===== src/rtl/demux_pkg.sv =====
// Shared types and constants for the 1-to-8 serial deserializer.
// Lane index, word and control-state definitions.
package demux_pkg;

  localparam int DEMUX_WIDTH = 8;
  localparam int DEMUX_SEL_W = 3;

  typedef logic [DEMUX_SEL_W-1:0] sel_t;
  typedef logic [DEMUX_WIDTH-1:0] word_t;

  typedef enum logic {
    COLLECT = 1'b0,
    HOLD    = 1'b1
  } state_t;

endpackage


===== src/rtl/demux_lane_decoder.sv =====
// One-hot lane decode of the select index, gated by the bit strobe.
// Produces per-bit write enables for the shadow word.
module demux_lane_decoder
  import demux_pkg::*;
#(
  parameter int WIDTH = DEMUX_WIDTH,
  parameter int SEL_W = DEMUX_SEL_W
) (
  input  logic [SEL_W-1:0] sel,
  input  logic             in_valid,
  output logic [WIDTH-1:0] we
);

  logic [WIDTH-1:0] one;

  assign one = {{(WIDTH-1){1'b0}}, 1'b1};

  always_comb begin
    we = '0;
    if (in_valid)
      we = one << sel;
  end

endmodule


===== src/rtl/demultiplexer_1_to_8_deserializer.sv =====
// Serial-to-parallel receive end: LSB-first assembly of WIDTH bits
// into a shadow word, presented on output_lines with valid/ready.
module demultiplexer_1_to_8_deserializer
  import demux_pkg::*;
#(
  parameter int WIDTH = DEMUX_WIDTH,
  parameter int SEL_W = DEMUX_SEL_W
) (
  input  logic             clk,
  input  logic             rst_n,
  input  logic             serial_in,
  input  logic             in_valid,
  input  logic             clear,
  input  logic             out_ready,
  output logic [WIDTH-1:0] output_lines,
  output logic [SEL_W-1:0] select_lines,
  output logic             out_valid,
  output logic             overrun
);

  logic [SEL_W-1:0] sel_q, sel_d;
  logic [WIDTH-1:0] shadow_q, shadow_d;
  logic [WIDTH-1:0] word_q, word_d;
  logic             ovr_q, ovr_d;
  state_t           state_q, state_d;

  logic [WIDTH-1:0] we;
  logic [WIDTH-1:0] wr_word;
  logic             accept;
  logic             done;
  logic             slot_free;

  assign accept = in_valid & ~clear;

  demux_lane_decoder #(
    .WIDTH(WIDTH),
    .SEL_W(SEL_W)
  ) u_dec (
    .sel     (sel_q),
    .in_valid(accept),
    .we      (we)
  );

  assign wr_word = (shadow_q & ~we)
                 | ({WIDTH{serial_in}} & we);
  assign done = accept
              && (sel_q == SEL_W'(WIDTH-1));
  assign slot_free = (state_q == COLLECT)
                   || out_ready;

  always_comb begin
    sel_d    = sel_q;
    shadow_d = shadow_q;
    word_d   = word_q;
    ovr_d    = ovr_q;
    state_d  = state_q;
    if (state_q == HOLD && out_ready)
      state_d = COLLECT;
    if (clear) begin
      sel_d    = '0;
      shadow_d = '0;
      ovr_d    = 1'b0;
    end else if (accept) begin
      sel_d    = sel_q + SEL_W'(1);
      shadow_d = wr_word;
      if (done) begin
        shadow_d = '0;
        if (slot_free) begin
          word_d  = wr_word;
          state_d = HOLD;
        end else begin
          ovr_d = 1'b1;
        end
      end
    end
  end

  always_ff @(posedge clk or negedge rst_n) begin
    if (!rst_n) begin
      sel_q    <= '0;
      shadow_q <= '0;
      word_q   <= '0;
      ovr_q    <= 1'b0;
      state_q  <= COLLECT;
    end else begin
      sel_q    <= sel_d;
      shadow_q <= shadow_d;
      word_q   <= word_d;
      ovr_q    <= ovr_d;
      state_q  <= state_d;
    end
  end

  assign output_lines = word_q;
  assign select_lines = sel_q;
  assign out_valid    = (state_q == HOLD);
  assign overrun      = ovr_q;

endmodule


===== config.mk =====
export PLATFORM = sky130hd
export DESIGN_NAME = demultiplexer_1_to_8_deserializer
export DESIGN_NICKNAME = d
export VERILOG_FILES = /design/src/rtl/demux_pkg.sv /design/src/rtl/demux_lane_decoder.sv /design/src/rtl/demultiplexer_1_to_8_deserializer.sv
export SDC_FILE = /design/constraint.sdc
export NUM_CORES = 1
export LEC_CHECK = 0
export BUFFER_PORTS_ARGS = -buffer_cell sky130_fd_sc_hd__buf_2
export CORE_MARGIN = 2
export CORE_UTILIZATION = 57
export CTS_CLUSTER_DIAMETER = 40
export DETAILED_ROUTE_END_ITERATION = 12
export PLACE_DENSITY = 0.82
export SLEW_MARGIN = 20
export SYNTH_ARGS = -nofsm -noshare
export SYNTH_HDL_FRONTEND = slang
export SYNTH_SLANG_ARGS = --single-unit

===== constraint.sdc =====
create_clock -name clk -period 2.7 [get_ports clk]
set_clock_uncertainty 0.1 [all_clocks]
set_input_delay 0.81 -clock clk [delete_from_list [all_inputs] [get_ports clk]]
set_output_delay 0.81 -clock clk [all_outputs]
set_load 0.01 [all_outputs]

# Word level (Yosys, flattened, before mapping)
# Index checks and enable logic that the tools add are counted.
classes:
  n_reduce_logical: 7
  bitwise_logic: 7
  shifts: 1
  eq_ne: 2
  n_mux: 15
  addsub: 1
op_table:
  columns: ["operator", "count"]
  rows:
  - ["$mux W8", 4]
  - ["$and A8 B8 Y8", 2]
  - ["$mux W1", 9]
  - ["$not A8 Y8", 1]
  - ["$or A8 B8 Y8", 1]
  - ["$shl A1 B3 Y8 const A", 1]
  - ["$mux W3", 2]
  - ["$reduce_and A4 Y1", 1]
  - ["$reduce_bool A2 Y1", 2]
  - ["$add A3 B1 Y3 const B", 1]
  - ["$eq A3 B3 Y1 const B", 1]
  - ["$reduce_and A3 Y1", 1]
  - ["$logic_and A1 B1 Y1", 2]
  - ["$ne A2 B2 Y1 const B", 1]
  - ["$not A1 Y1", 2]
  - ["$and A1 B1 Y1", 1]
  - ["$logic_or A1 B1 Y1", 1]
word_totals:
  out_inout_bits: 13
  register_bits: 21
  word_cells: 38
  inputBits: 6

# Logic depth before layout (Yosys ltp)
logic_depth:
  ltp_word: 9
  mapped_depth: 5
  mapped_depth_nobuf: 5

# Cells and area by module
# A second synthesis with hierarchy kept.
hier_totals:
  hier_cells: 91
  hier_area_um2: 1113.6
by_module_without_submodules:
  columns: ["module", "area_per_inst_um2", "seq_area_each_um2", "cells_per_inst", "instances"]
  rows:
  - ["demultiplexer_1_to_8_deserializer", 1018.5, 525.5, 83, 1]
  - ["demux_lane_decoder", 95.1, 0.0, 8, 1]

# Worst setup path after synthesis
# No wires, ideal clock.
synth_timing:
  path_kind: "input to register"
  start: "in clear"
  end: "reg word_q[3] (netlist: output_lines[3])"
  cell_stages: 3
  slack_ps: 782
  path_buffers: 1
  setup_time_ps: 125
  t_required_ps: 2475
  arrival_ps: 1693
  path_cell_list: "buf_2 -> nor3_4 -> mux2_4"
synth_between:
  elab_chain_cells: 6
  elab_cells_between_ends: 9
  classes_between: "mux (1); bitwise (6); reduce/logical (2)"
synth_rtl:
  columns: ["element", "line", "text"]
  rows:
  - ["from (decl)", "demultiplexer_1_to_8_deserializer.sv:13", "input logic clear,"]
  - ["$not A1 Y1 (no source line) (*)", null, null]
  - ["$and A1 B1 Y1", "demultiplexer_1_to_8_deserializer.sv:33", "assign accept = in_valid & ~clear;"]
  - ["$mux W8", "demux_lane_decoder.sv:20", "if (in_valid)"]
  - ["$not A8 Y8", "demultiplexer_1_to_8_deserializer.sv:44", "assign wr_word = (shadow_q & ~we)"]
  - ["$and A8 B8 Y8", "demultiplexer_1_to_8_deserializer.sv:44", null]
  - ["$or A8 B8 Y8", "demultiplexer_1_to_8_deserializer.sv:45", "| ({WIDTH{serial_in}} & we);"]
  - ["to (signal assigned)", "demultiplexer_1_to_8_deserializer.sv:88", "word_q <= word_d;"]
  - ["to (decl)", "demultiplexer_1_to_8_deserializer.sv:23", "logic [WIDTH-1:0] word_q, word_d;"]
# Every way passes the cells marked *; elsewhere a longest branch is shown, timed or not.
# A chain may end at the register's enable or synchronous reset.

# Worst setup path in the final report
layout_timing:
  start: "reg sel_q[1] (netlist: select_lines[1])"
  end: "reg word_q[3] (netlist: output_lines[3])"
layout_between:
  elab_chain_cells: 5
  elab_cells_between_ends: 9
  classes_between: "eq/ne (1); shift (1); mux (1); bitwise (4); reduce/logical (2)"
layout_rtl:
  columns: ["element", "line", "text"]
  rows:
  - ["from (decl)", "demultiplexer_1_to_8_deserializer.sv:21", "logic [SEL_W-1:0] sel_q, sel_d;"]
  - ["from (signal assigned)", "demultiplexer_1_to_8_deserializer.sv:86", "sel_q <= sel_d;"]
  - ["$shl A1 B3 Y8", "demux_lane_decoder.sv:21", "we = one << sel;"]
  - ["$mux W8", "demux_lane_decoder.sv:20", null]
  - ["$not A8 Y8", "demultiplexer_1_to_8_deserializer.sv:44", null]
  - ["$and A8 B8 Y8", "demultiplexer_1_to_8_deserializer.sv:44", null]
  - ["$or A8 B8 Y8", "demultiplexer_1_to_8_deserializer.sv:45", null]
# Several ways; a longest one is shown, not always the timed one.

==> impl_results.html <==
<table>
<tr><th>Metric</th><th>Value</th></tr>
<tr><th colspan="2">STA</th></tr>
<tr><td>Worst slew pin tran</td><td>0.5338 ns</td></tr>
<tr><td>Final TNS setup</td><td>0 ns</td></tr>
<tr><td>Maximum frequency from static timing analysis</td><td>0.5149 GHz</td></tr>
<tr><td>RSZ-0062 raised after global routing</td><td>no</td></tr>
<tr><td>Final hold viol count</td><td>0</td></tr>
<tr><td>Worst slew margin relative to its limit</td><td>0.6430</td></tr>
<tr><td>Pins Over Slew Limit</td><td>0</td></tr>
<tr><td>Final worst path period share</td><td>0.7193</td></tr>
<tr><td>Clock period minus worst slack</td><td>1.942 ns</td></tr>
<tr><td>Setup violators final</td><td>0</td></tr>
<tr><td>Post-layout worst setup margin</td><td>0.7578 ns</td></tr>
<tr><th colspan="2">Yosys</th></tr>
<tr><td>Warnings, synthesis</td><td>0</td></tr>
<tr><td>Mapped cell area</td><td>1054 sq um</td></tr>
<tr><td>Sequential fraction of the synthesis area</td><td>0.4751</td></tr>
<tr><td>Syn Nets</td><td>105</td></tr>
<tr><td>#FFs+latches synth</td><td>20</td></tr>
<tr><td>Cells after Synth</td><td>93</td></tr>
<tr><td>Proportion of synthesized flip-flops having asynchronous set or reset</td><td>1.000</td></tr>
<tr><td>Most instantiated flip-flop cell in the synthesis netlist</td><td>sky130_fd_sc_hd__dfrtp_1</td></tr>
<tr><td>Number of enable flip-flop cells after synthesis</td><td>0</td></tr>
<tr><td>Post-Synthesis Mean Instance Area</td><td>11.33 sq um</td></tr>
<tr><td>Number of distinct standard cells referenced by the synthesized netlist</td><td>29</td></tr>
<tr><th colspan="2">Worst setup path</th></tr>
<tr><td>Buffering stage count on the worst path with inverters included</td><td>0</td></tr>
<tr><td>Critical path capture point type</td><td>register</td></tr>
<tr><td>Highest net fanout along the worst path</td><td>8</td></tr>
<tr><td>Class of the most critical setup path</td><td>register to register</td></tr>
<tr><td>Critical path startpoint category</td><td>register</td></tr>
<tr><td>Most numerous cell on the critical path</td><td>sky130_fd_sc_hd__ha_1</td></tr>
<tr><td>Kind of cell with the highest combined delay on the critical path</td><td>simple AND/OR/NAND/NOR gates</td></tr>
<tr><td>Worst-path cell chain</td><td>ha_1 -&gt; ha_1 -&gt; nand2_4 -&gt; nor3_4 -&gt; mux2_4</td></tr>
<tr><td>Critical path's largest stage delay</td><td>0.44 ns</td></tr>
<tr><td>Slowest cell on the critical path</td><td>sky130_fd_sc_hd__dfrtp_1</td></tr>
<tr><td>Data arrival time of the worst path</td><td>2.04 ns</td></tr>
<tr><td>Worst endpoint required time</td><td>2.80 ns</td></tr>
<tr><th colspan="2">CTS</th></tr>
<tr><td>Number of buffers created by CTS</td><td>3</td></tr>
<tr><td>Insertion delay of the later-clocked pin in the worst-skew pair</td><td>0.30 ns</td></tr>
<tr><td>Deepest level of the CTS H-tree</td><td>1</td></tr>
<tr><td>CTS resizes</td><td>0</td></tr>
<tr><td>Num Clock Sinks</td><td>20</td></tr>
<tr><td>Number of buffers inserted to repair setup after CTS</td><td>0</td></tr>
<tr><td>Clock tree from TritonCTS</td><td>built</td></tr>
<tr><td>Clk buf depth</td><td>2</td></tr>
<tr><td>Clk Tree Root Cell</td><td>sky130_fd_sc_hd__clkbuf_4</td></tr>
<tr><td>Clock transition at the registers of the reported paths</td><td>0.11 ns</td></tr>
<tr><td>Hold buffers post-CTS</td><td>0</td></tr>
<tr><th colspan="2">Drt</th></tr>
<tr><td>Ratio of routed vias to standard cells</td><td>5.304</td></tr>
<tr><td>Number of iterations in the first detailed-routing pass</td><td>4</td></tr>
<tr><td>Detail Route Antenna Nets</td><td>0</td></tr>
<tr><td>Routed WL</td><td>1.799 mm</td></tr>
<tr><td>Drt drc</td><td>0</td></tr>
<tr><td>Violation count after the first detailed-route iteration</td><td>27</td></tr>
<tr><td>WL per Instance</td><td>13.33 um</td></tr>
<tr><td>Total via count in the routed design</td><td>716</td></tr>
<tr><th colspan="2">Floorplanning</th></tr>
<tr><td>Initial cell density of the core</td><td>0.6101</td></tr>
<tr><td>Io pins</td><td>19</td></tr>
<tr><td>Die Y-Extent</td><td>46.99 um</td></tr>
<tr><td>Floorplan row count</td><td>15</td></tr>
<tr><td>Area of the core</td><td>1727 sq um</td></tr>
<tr><td>Die outline area</td><td>2208 sq um</td></tr>
<tr><td>Die width</td><td>46.99 um</td></tr>
<tr><th colspan="2">Placed design</th></tr>
<tr><td>Worst setup timing slack at the placement stage</td><td>0.5191 ns</td></tr>
<tr><td>Final estimated routing congestion in global placement</td><td>0.7311</td></tr>
<tr><td>Port buffer count</td><td>18</td></tr>
<tr><th colspan="2">Global routing</th></tr>
<tr><td>Grt ovf</td><td>0</td></tr>
<tr><td>Number of global-route vias before repair</td><td>668</td></tr>
<tr><td>Wire length of the first global-routing pass</td><td>2.994 mm</td></tr>
<tr><td>Antenna violations before repair</td><td>0</td></tr>
<tr><td>Largest net degree at the start of global routing</td><td>21</td></tr>
<tr><td>GRT Resource Usage Total</td><td>0.1984</td></tr>
<tr><th colspan="2">Final layout</th></tr>
<tr><td>Area Growth Syn to Fin</td><td>14.01%</td></tr>
<tr><td>Layout cells sized above 1</td><td>0.2364</td></tr>
<tr><td>Number of antenna repair diodes</td><td>0</td></tr>
<tr><td>Net count, final</td><td>123</td></tr>
<tr><td>Filler Cells Inserted</td><td>141</td></tr>
<tr><th colspan="2">Run status</th></tr>
<tr><td>Outcome</td><td>completed</td></tr>
<tr><th colspan="2">Power and ir drop</th></tr>
<tr><td>Power consumption</td><td>0.6474 mW</td></tr>
<tr><td>Leak Pwr</td><td>0.5954 nW</td></tr>
<tr><td>Maximum resistive drop on vdd</td><td>0.4112 mV</td></tr>
<tr><td>Power per Cell Area</td><td>538.9 nW/um^2</td></tr>
<tr><th colspan="2">Worst hold path</th></tr>
<tr><td>Worst hold path class</td><td>input port to asynchronous set/reset pin</td></tr>
<tr><th colspan="2">Job</th></tr>
<tr><td># Max-Cap Violations</td><td>0</td></tr>
</table>
## report_power, final
| part | internal [mW] | switching, mW |
|---|---|---|
| logic | 0.0327 | 0.0471 |
| clock network | 0.150 | 0.0896 |
| registers | 0.315 | 0.0125 |
| total | 0.498 | 0.149 |
## cell type report
type / instances / area, sq um / area share
clock buffers: 3 / 22.52 / 0.01875
inverters: 10 / 37.54 / 0.03125
flip-flops and latches: 20 / 500.5 / 0.4167
repair buffers: 18 / 90.09 / 0.07500
multi-input cells: 58 / 489.2 / 0.4073
well taps: 25 / 31.28 / 0.02604
clock inverters: 1 / 30.03 / 0.02500
## layer usage
layer	global-route usage	wire [um]	share of wire	up-vias
met3	0.02308	105	0.058	2
met2	0.3233	834	0.46	27
met5	0	0	0	-
met4	0.1000	16	0.0089	0
li1	-	-	-	350
met1	0.2610	843	0.47	337
## logic make-up after synthesis
group / count (synthesis) / synth area share
AOI/OAI and AO/OA: 11 / 0.06414
xor gates and xnor gates: 1 / 0.008315
adders and majority gates: 6 / 0.07126
buffers and inverters: 15 / 0.06057
DFF: 20 / 0.4751
muxes: 16 / 0.1627
and+or+nand+nor: 24 / 0.1580
## registers in the layout (all words and copies together), names as in the netlist
name,flops
overrun,1
output_lines,8
shadow_q,7
out_valid,1
select_lines,3
## Yosys cell counts, types with 3 or more instances
master	instances	area [sq um]
sky130_fd_sc_hd__nor2_1	5	18.77
sky130_fd_sc_hd__inv_1	10	37.54
sky130_fd_sc_hd__buf_2	3	15.01
sky130_fd_sc_hd__mux2i_1	13	130.1
sky130_fd_sc_hd__ha_1	6	75.07
sky130_fd_sc_hd__and4bb_1	3	37.54
sky130_fd_sc_hd__nand4b_1	3	26.28
sky130_fd_sc_hd__nand2_1	5	18.77
sky130_fd_sc_hd__o21ai_0	3	15.01
sky130_fd_sc_hd__dfrtp_1	20	500.5
## worst reg2reg max path, cell delays in order (launching register included)
cell and delay, ns:
sky130_fd_sc_hd__dfrtp_1 0.44, sky130_fd_sc_hd__ha_1 0.20, sky130_fd_sc_hd__ha_1 0.26, sky130_fd_sc_hd__nand2_4 0.08, sky130_fd_sc_hd__nor3_4 0.43, sky130_fd_sc_hd__mux2_4 0.35
## through the flow
step	hold WS [ns]	utilization	cells	area [sq um]
6_report	0.3390	0.6957	135	1201
5_1_grt	0.3591	0.6957	135	1201
4_1_cts	0.3396	0.6957	135	1201
3_5_place_dp	0.3738	0.6652	131	1149
3_3_place_gp	0.3650	0.6652	131	1149
2_1_floorplan	0.3492	-	93	1054
## worst paths after layout
path	from	to	slack [ns]	cells past startpoint
setup / recovery	select_lines[1]	output_lines[3]	0.76	5
hold / removal	rst_n	shadow_q[2]	0.34	1
setup reg to reg	select_lines[1]	output_lines[3]	0.76	5
hold reg to reg	shadow_q[5]	shadow_q[5]	0.40	2
max in group asynchronous	rst_n	shadow_q[6]	1.85	1
min in group clk	shadow_q[5]	shadow_q[5]	0.40	2
## cells in the final DEF, fill, tap and decap left out, drive strengths merged
cell and instances:
a31oi 1, o21ai 5, nand2 6, a211oi 1, and4bb 3, nand3b 1
ha 6, mux2 3, nor2 5, nand3 1, a21oi 1, o21bai 1
nor3 1, dfrtp 20, nand4b 3, or2 1, clkbuf 3, inv 10
nand2b 2, xnor2 1, buf 18, nor2b 1, bufinv 1, mux2i 13
o32ai 1, a21o 1
Power figures use the tool's default switching activity.
